==> config.mk <==
export PLATFORM = sky130hd
export DESIGN_NAME = spi_controller
export DESIGN_NICKNAME = d
export VERILOG_FILES = /design/src/rtl/spi_controller.sv
export SDC_FILE = /design/constraint.sdc
export NUM_CORES = 1
export LEC_CHECK = 0
export BUFFER_PORTS_ARGS = -buffer_cell sky130_fd_sc_hd__buf_4
export CAP_MARGIN = 15
export CORE_MARGIN = 3
export CORE_UTILIZATION = 52
export DETAILED_ROUTE_END_ITERATION = 12
export PLACE_DENSITY = 0.72
export SKIP_CTS_REPAIR_TIMING = 1
export SLEW_MARGIN = 20
export SYNTH_ARGS = -nofsm -noshare
export SYNTH_HDL_FRONTEND = slang
export SYNTH_SLANG_ARGS = --single-unit
export TNS_END_PERCENT = 50
==> constraint.sdc <==
create_clock -name clk -period 1.95 [get_ports clk]
set_input_delay 0.39 -clock clk [delete_from_list [all_inputs] [get_ports clk]]
set_output_delay 0.39 -clock clk [all_outputs]
set_load 0.05 [all_outputs]
==> src/rtl/spi_controller.sv <==
//==============================================================================
// Module      : spi_controller
// Description : SPI mode-0 initiator. Bytes arrive on a valid/ready handshake,
//               are shifted out MSB first on spi_copi while spi_cipo is shifted
//               in, and the received byte is returned on a one-cycle strobe.
//               Bytes without tx_last keep spi_cs asserted for the next byte.
// Revision    : 1.0 - initial release
//==============================================================================
`timescale 1ns/1ps
`default_nettype none

module spi_controller #(
    parameter int CLK_DIV = 2
) (
    input  logic       clk,
    input  logic       rst,
    input  logic       tx_valid,
    input  logic [7:0] tx_byte,
    input  logic       tx_last,
    output logic       tx_ready,
    output logic       rx_valid,
    output logic [7:0] rx_byte,
    output logic       busy,
    output logic       spi_clk,
    output logic       spi_cs,
    output logic       spi_copi,
    input  logic       spi_cipo
);

    localparam logic [2:0] ST_IDLE  = 3'd0;
    localparam logic [2:0] ST_LEAD  = 3'd1;
    localparam logic [2:0] ST_SHIFT = 3'd2;
    localparam logic [2:0] ST_TRAIL = 3'd3;
    localparam logic [2:0] ST_GAP   = 3'd4;
    localparam logic [2:0] ST_WAIT  = 3'd5;

    localparam logic [7:0] c_div_last = 8'(CLK_DIV - 1);

    logic [2:0] r_state,    w_state_nxt;
    logic [7:0] r_div,      w_div_nxt;
    logic [2:0] r_bit,      w_bit_nxt;
    logic [7:0] r_tx_sr,    w_tx_sr_nxt;
    logic [7:0] r_rx_sr,    w_rx_sr_nxt;
    logic       r_last,     w_last_nxt;
    // Set when a follow-on byte is accepted in WAIT: the first high phase is
    // preceded by one low setup cycle so spi_copi never moves with the rising edge.
    logic       r_first,    w_first_nxt;
    logic       r_tx_ready, w_tx_ready_nxt;
    logic       r_rx_valid, w_rx_valid_nxt;
    logic [7:0] r_rx_byte,  w_rx_byte_nxt;
    logic       r_busy,     w_busy_nxt;
    logic       r_spi_clk,  w_spi_clk_nxt;
    logic       r_spi_cs,   w_spi_cs_nxt;
    logic       r_copi,     w_copi_nxt;

    logic w_div_end;
    logic w_accept;

    assign w_div_end = (r_div == c_div_last);
    assign w_accept  = tx_valid & r_tx_ready;

    // Next-state and next-output decode; every output is registered below.
    always_comb begin
        w_state_nxt    = r_state;
        w_div_nxt      = r_div;
        w_bit_nxt      = r_bit;
        w_tx_sr_nxt    = r_tx_sr;
        w_rx_sr_nxt    = r_rx_sr;
        w_last_nxt     = r_last;
        w_first_nxt    = r_first;
        w_rx_valid_nxt = 1'b0;
        w_rx_byte_nxt  = r_rx_byte;
        w_spi_clk_nxt  = r_spi_clk;
        w_spi_cs_nxt   = r_spi_cs;
        w_copi_nxt     = r_copi;

        case (r_state)
            ST_IDLE: begin
                w_spi_cs_nxt  = 1'b1;
                w_spi_clk_nxt = 1'b0;
                w_copi_nxt    = 1'b0;
                if (w_accept) begin
                    w_tx_sr_nxt  = tx_byte;
                    w_last_nxt   = tx_last;
                    w_spi_cs_nxt = 1'b0;
                    w_copi_nxt   = tx_byte[7];
                    w_div_nxt    = 8'd0;
                    w_bit_nxt    = 3'd7;
                    w_first_nxt  = 1'b0;
                    w_state_nxt  = ST_LEAD;
                end
            end
            ST_LEAD: begin
                if (w_div_end) begin
                    w_div_nxt     = 8'd0;
                    w_spi_clk_nxt = 1'b1;
                    w_rx_sr_nxt   = {r_rx_sr[6:0], spi_cipo};
                    w_state_nxt   = ST_SHIFT;
                end else begin
                    w_div_nxt = r_div + 8'd1;
                end
            end
            ST_SHIFT: begin
                if (!w_div_end) begin
                    w_div_nxt = r_div + 8'd1;
                end else begin
                    w_div_nxt = 8'd0;
                    if (r_spi_clk) begin
                        // End of high phase: fall, and present the next bit.
                        w_spi_clk_nxt = 1'b0;
                        if (r_bit != 3'd0) begin
                            w_tx_sr_nxt = {r_tx_sr[6:0], 1'b0};
                            w_copi_nxt  = r_tx_sr[6];
                        end
                    end else if (r_first) begin
                        w_first_nxt   = 1'b0;
                        w_spi_clk_nxt = 1'b1;
                        w_rx_sr_nxt   = {r_rx_sr[6:0], spi_cipo};
                    end else if (r_bit == 3'd0) begin
                        w_rx_valid_nxt = 1'b1;
                        w_rx_byte_nxt  = r_rx_sr;
                        w_state_nxt    = r_last ? ST_TRAIL : ST_WAIT;
                    end else begin
                        w_bit_nxt     = r_bit - 3'd1;
                        w_spi_clk_nxt = 1'b1;
                        w_rx_sr_nxt   = {r_rx_sr[6:0], spi_cipo};
                    end
                end
            end
            ST_TRAIL: begin
                if (w_div_end) begin
                    w_div_nxt    = 8'd0;
                    w_spi_cs_nxt = 1'b1;
                    w_copi_nxt   = 1'b0;
                    w_state_nxt  = ST_GAP;
                end else begin
                    w_div_nxt = r_div + 8'd1;
                end
            end
            ST_GAP: begin
                if (w_div_end) begin
                    w_div_nxt   = 8'd0;
                    w_state_nxt = ST_IDLE;
                end else begin
                    w_div_nxt = r_div + 8'd1;
                end
            end
            ST_WAIT: begin
                w_spi_clk_nxt = 1'b0;
                if (w_accept) begin
                    w_tx_sr_nxt = tx_byte;
                    w_last_nxt  = tx_last;
                    w_copi_nxt  = tx_byte[7];
                    w_bit_nxt   = 3'd7;
                    w_div_nxt   = c_div_last;
                    w_first_nxt = 1'b1;
                    w_state_nxt = ST_SHIFT;
                end
            end
            default: begin
                w_state_nxt = ST_IDLE;
            end
        endcase

        w_tx_ready_nxt = (w_state_nxt == ST_IDLE) || (w_state_nxt == ST_WAIT);
        w_busy_nxt     = (w_state_nxt != ST_IDLE);
    end

    // State and output registers; reset returns everything to idle at once.
    always_ff @(posedge clk or posedge rst) begin
        if (rst) begin
            r_state    <= ST_IDLE;
            r_div      <= 8'd0;
            r_bit      <= 3'd0;
            r_tx_sr    <= 8'd0;
            r_rx_sr    <= 8'd0;
            r_last     <= 1'b0;
            r_first    <= 1'b0;
            r_tx_ready <= 1'b0;
            r_rx_valid <= 1'b0;
            r_rx_byte  <= 8'd0;
            r_busy     <= 1'b0;
            r_spi_clk  <= 1'b0;
            r_spi_cs   <= 1'b1;
            r_copi     <= 1'b0;
        end else begin
            r_state    <= w_state_nxt;
            r_div      <= w_div_nxt;
            r_bit      <= w_bit_nxt;
            r_tx_sr    <= w_tx_sr_nxt;
            r_rx_sr    <= w_rx_sr_nxt;
            r_last     <= w_last_nxt;
            r_first    <= w_first_nxt;
            r_tx_ready <= w_tx_ready_nxt;
            r_rx_valid <= w_rx_valid_nxt;
            r_rx_byte  <= w_rx_byte_nxt;
            r_busy     <= w_busy_nxt;
            r_spi_clk  <= w_spi_clk_nxt;
            r_spi_cs   <= w_spi_cs_nxt;
            r_copi     <= w_copi_nxt;
        end
    end

    assign tx_ready = r_tx_ready;
    assign rx_valid = r_rx_valid;
    assign rx_byte  = r_rx_byte;
    assign busy     = r_busy;
    assign spi_clk  = r_spi_clk;
    assign spi_cs   = r_spi_cs;
    assign spi_copi = r_copi;

endmodule

`default_nettype wire

==> impl_summary.log <==
INFO  metric synth_edf_count = 0
INFO  metric die_w = 73.8 um
INFO  metric met2WireLength = 2.49 mm
INFO  metric cts_bufs_inserted = 5
INFO  metric synthMostInstantiatedCell = dfrtp_1
INFO  metric hold_viol_final = 0
INFO  metric synth.avg_cell_area = 11.0 um2
INFO  metric worst_setup_ep_type = flop
INFO  metric postRouteWirelength = 5.48 mm
INFO  metric synth.top_cells.by_area = dfrtp_1, mux2_1, a21oi_1
INFO  metric run_status = finished, final reports clean
INFO  metric ctsHtreeMaxLevel = 2
INFO  metric tritoncts = done
INFO  metric post_synth_num_cell_types = 60
INFO  metric finalInstanceArea = 0.00306 mm2
INFO  metric finalNetCount = 290
INFO  metric m1WireLength = 2.68 mm
INFO  metric final.setup.tns = 0 ps
INFO  metric fin_crit_sh = 0.986
INFO  metric ant_nets = 0
INFO  metric clock_sinks = 45
INFO  metric hpwlAfterDp = 3.67 mm
INFO  metric detailroute.via_count = 1,897
INFO  metric top_routing_layer_in_use = met4
INFO  metric critical_path_arrival = 2120 ps
INFO  metric start_util = 0.546
INFO  metric ir_drop = 847 uV
INFO  metric synth-async-reset-ratio = 1.00
INFO  metric layout-drive-gt1-share = 0.369
INFO  metric place_area = 0.00279 mm2
INFO  metric worst-endpoint-required = 2150 ps
INFO  metric drc = 0
INFO  metric antennaDiodeCount = 0
INFO  metric port-buffer-count = 26
INFO  metric route.detailed.wl_per_inst = 16.8 um
INFO  metric drt_iter0_markers = 144
INFO  metric p_leak = 1.41 nW
INFO  metric clock.fmax = 520 MHz
INFO  metric maxCapViolCount = 0
INFO  metric place.gp.congestion = 0.900
INFO  metric clock_path_buffers = 2
INFO  metric mapped_nets = 235
INFO  metric number_of_vias_per_cell_after_detailed_routing = 5.82
INFO  metric antenna_found_initial = 0
INFO  metric finalCriticalPeriod = 1920 ps
INFO  metric ys_dominant_reg_cell = dfrtp_1
INFO  metric finalMaxSlewViolations = 0
INFO  metric setup_viol = 0
INFO  metric max_slew.worst_pin.slew = 493 ps
INFO  metric netlist.area_leader.share = 0.460
INFO  metric route.met3.wl = 232 um
INFO  metric synth.ff_latch_count = 45
INFO  metric grt_max_degree = 46
INFO  metric grt.overflow.total = 0
INFO  metric root_buffer = clkbuf_8
INFO  metric hp-class = in2async
INFO  metric gr-usage-all-layers = 0.205
INFO  metric synth-warning-count = 0
INFO  metric core = 0.00438 mm2
INFO  metric maxSlewHeadroom = 0.669
INFO  metric setup.reg_to_reg.worst_slack = 30 ps
INFO  metric die_y = 73.8 um
INFO  metric detail_route.first_pass.iterations = 4
INFO  metric io_pins = 27
INFO  metric netlist_instances = 218
INFO  metric number_of_global_route_vias_before_repair = 1,818
INFO  metric post-layout-total-power = 4.58 mW
INFO  metric crit_type = reg2reg
INFO  metric design.die.area = 0.00545 mm2
INFO  metric grt_first_pass_wirelength = 8.54 mm
INFO  metric row_count = 24
INFO  metric p_per_area = 1500 mW/mm2
INFO  metric area_delta_synth_final = 27.7%
INFO  metric post-synth-top-area-cell = dfrtp_1
INFO  metric cts.reportedPaths.clkPinSlew = 100 ps
INFO  metric worst_clock_skew = 5.51 ps
INFO  metric synth.cells.most_frequent = dfrtp_1, mux2_1, nand2_1, a21oi_1, inv_1
INFO  metric setup_repair_after_global_routing_missed_its_margin = true
INFO  metric startpoint_type = flop
INFO  metric synth_sequential_area_ratio = 0.471
INFO  metric syn_area = 0.00239 mm2
INFO  metric critical_path_peak_fanout = 5
INFO  metric worst_skew_pair_later_pin_latency = 310 ps
==> kinds of logic (layout without fill, tap and decap cells) <==
logic type / count (synthesis) / after routing / synth area share
multiplexers: 33 / 33 / 0.154
XOR/XNOR: 3 / 3 / 0.0110
buffers and inverters: 24 / 79 / 0.0450
adder cells (fa/ha/maj): 4 / 4 / 0.0209
AO/OA/AOI/OAI: 55 / 56 / 0.167
flip-flops: 45 / 45 / 0.471
AND/OR/NAND/NOR: 54 / 54 / 0.131
==> registers in the layout (all words and copies together) (netlist names) <==
signal,count
r_state,3
spi_clk,1
tx_ready,1
spi_copi,1
r_first,1
rx_valid,1
rx_byte,8
busy,1
r_bit,3
r_rx_sr,8
r_div,8
r_tx_sr,7
spi_cs,1
r_last,1
==> path summary, 6_finish.rpt <==
| check | startpoint | end | cells past startpoint |
|---|---|---|---|
| min reg2reg | r_tx_sr[5] | r_tx_sr[5] | 1 |
| min in group clk | tx_byte[0] | r_tx_sr[0] | 2 |
| min | rst | r_tx_sr[2] | 3 |
| max reg2reg | r_div[1] | rx_byte[5] | 8 |
| max | r_div[1] | rx_byte[5] | 8 |
| max in group asynchronous | rst | spi_cs | 3 |
==> critical path, cell delays in order (launching register included) <==
cell,delay [ps]
dfrtp_1,410
inv_2,90
ha_4,130
nor4b_4,200
buf_4,160
buf_6,100
nand4_1,200
buf_6,220
mux2_1,310
==> stage by stage <==
stage               setup slack, ps  cells   util  hold slack, ps
floorplan                       139    218      -             450
global placement               97.5    309  0.637             451
detailed placement            -11.9    309  0.637             451
CTS                           -21.7    317  0.659             109
global route                  -67.0    326  0.697             109
finish                         27.7    326  0.697            97.9
==> power by group <==
part           internal [mW]  switching (mW)  leakage [nW]  total [mW]
Sequential              1.24           0.284         0.571        1.52
Combinational           1.15            1.27         0.784        2.42
Clock                  0.271           0.369        0.0511       0.640
Total                   2.66            1.92          1.41        4.58
==> cells in the final DEF (no fill, tap or decap), types with 3 or more instances in the layout <==
cell       n
o21ai_0    6
mux2_4     7
buf_4     56
a21oi_1   13
nand3_1    3
dfrtp_1   40
nand4_1    6
nand2_1   14
o31ai_1    3
o22ai_1    3
clkbuf_8   5
o211ai_1   3
dfrtp_2    4
a21boi_0   4
or3_1      3
a31oi_1    3
ha_1       3
inv_1      9
mux2_1    22
or2_1      3
nor2_1     6
nand2b_1   3
==> final cells by class <==
class / instances / area (um2)
Tap cell: 52 / 65.1
Inverter: 12 / 45.0
Clock inverter: 3 / 28.8
Clock buffer: 5 / 68.8
Fill cell: 321 / 1330
Multi-Input combinational cell: 150 / 1250
Sequential cell: 45 / 1130
Timing Repair Buffer: 59 / 463
==> routing by layer <==
metal	vias up	global-route usage
met2	44	0.309
li1	912	-
met1	932	0.289
met3	9	0.0465
met5	-	0
met4	0	0.0684
No activity file was read; power rests on OpenSTA's default activity.
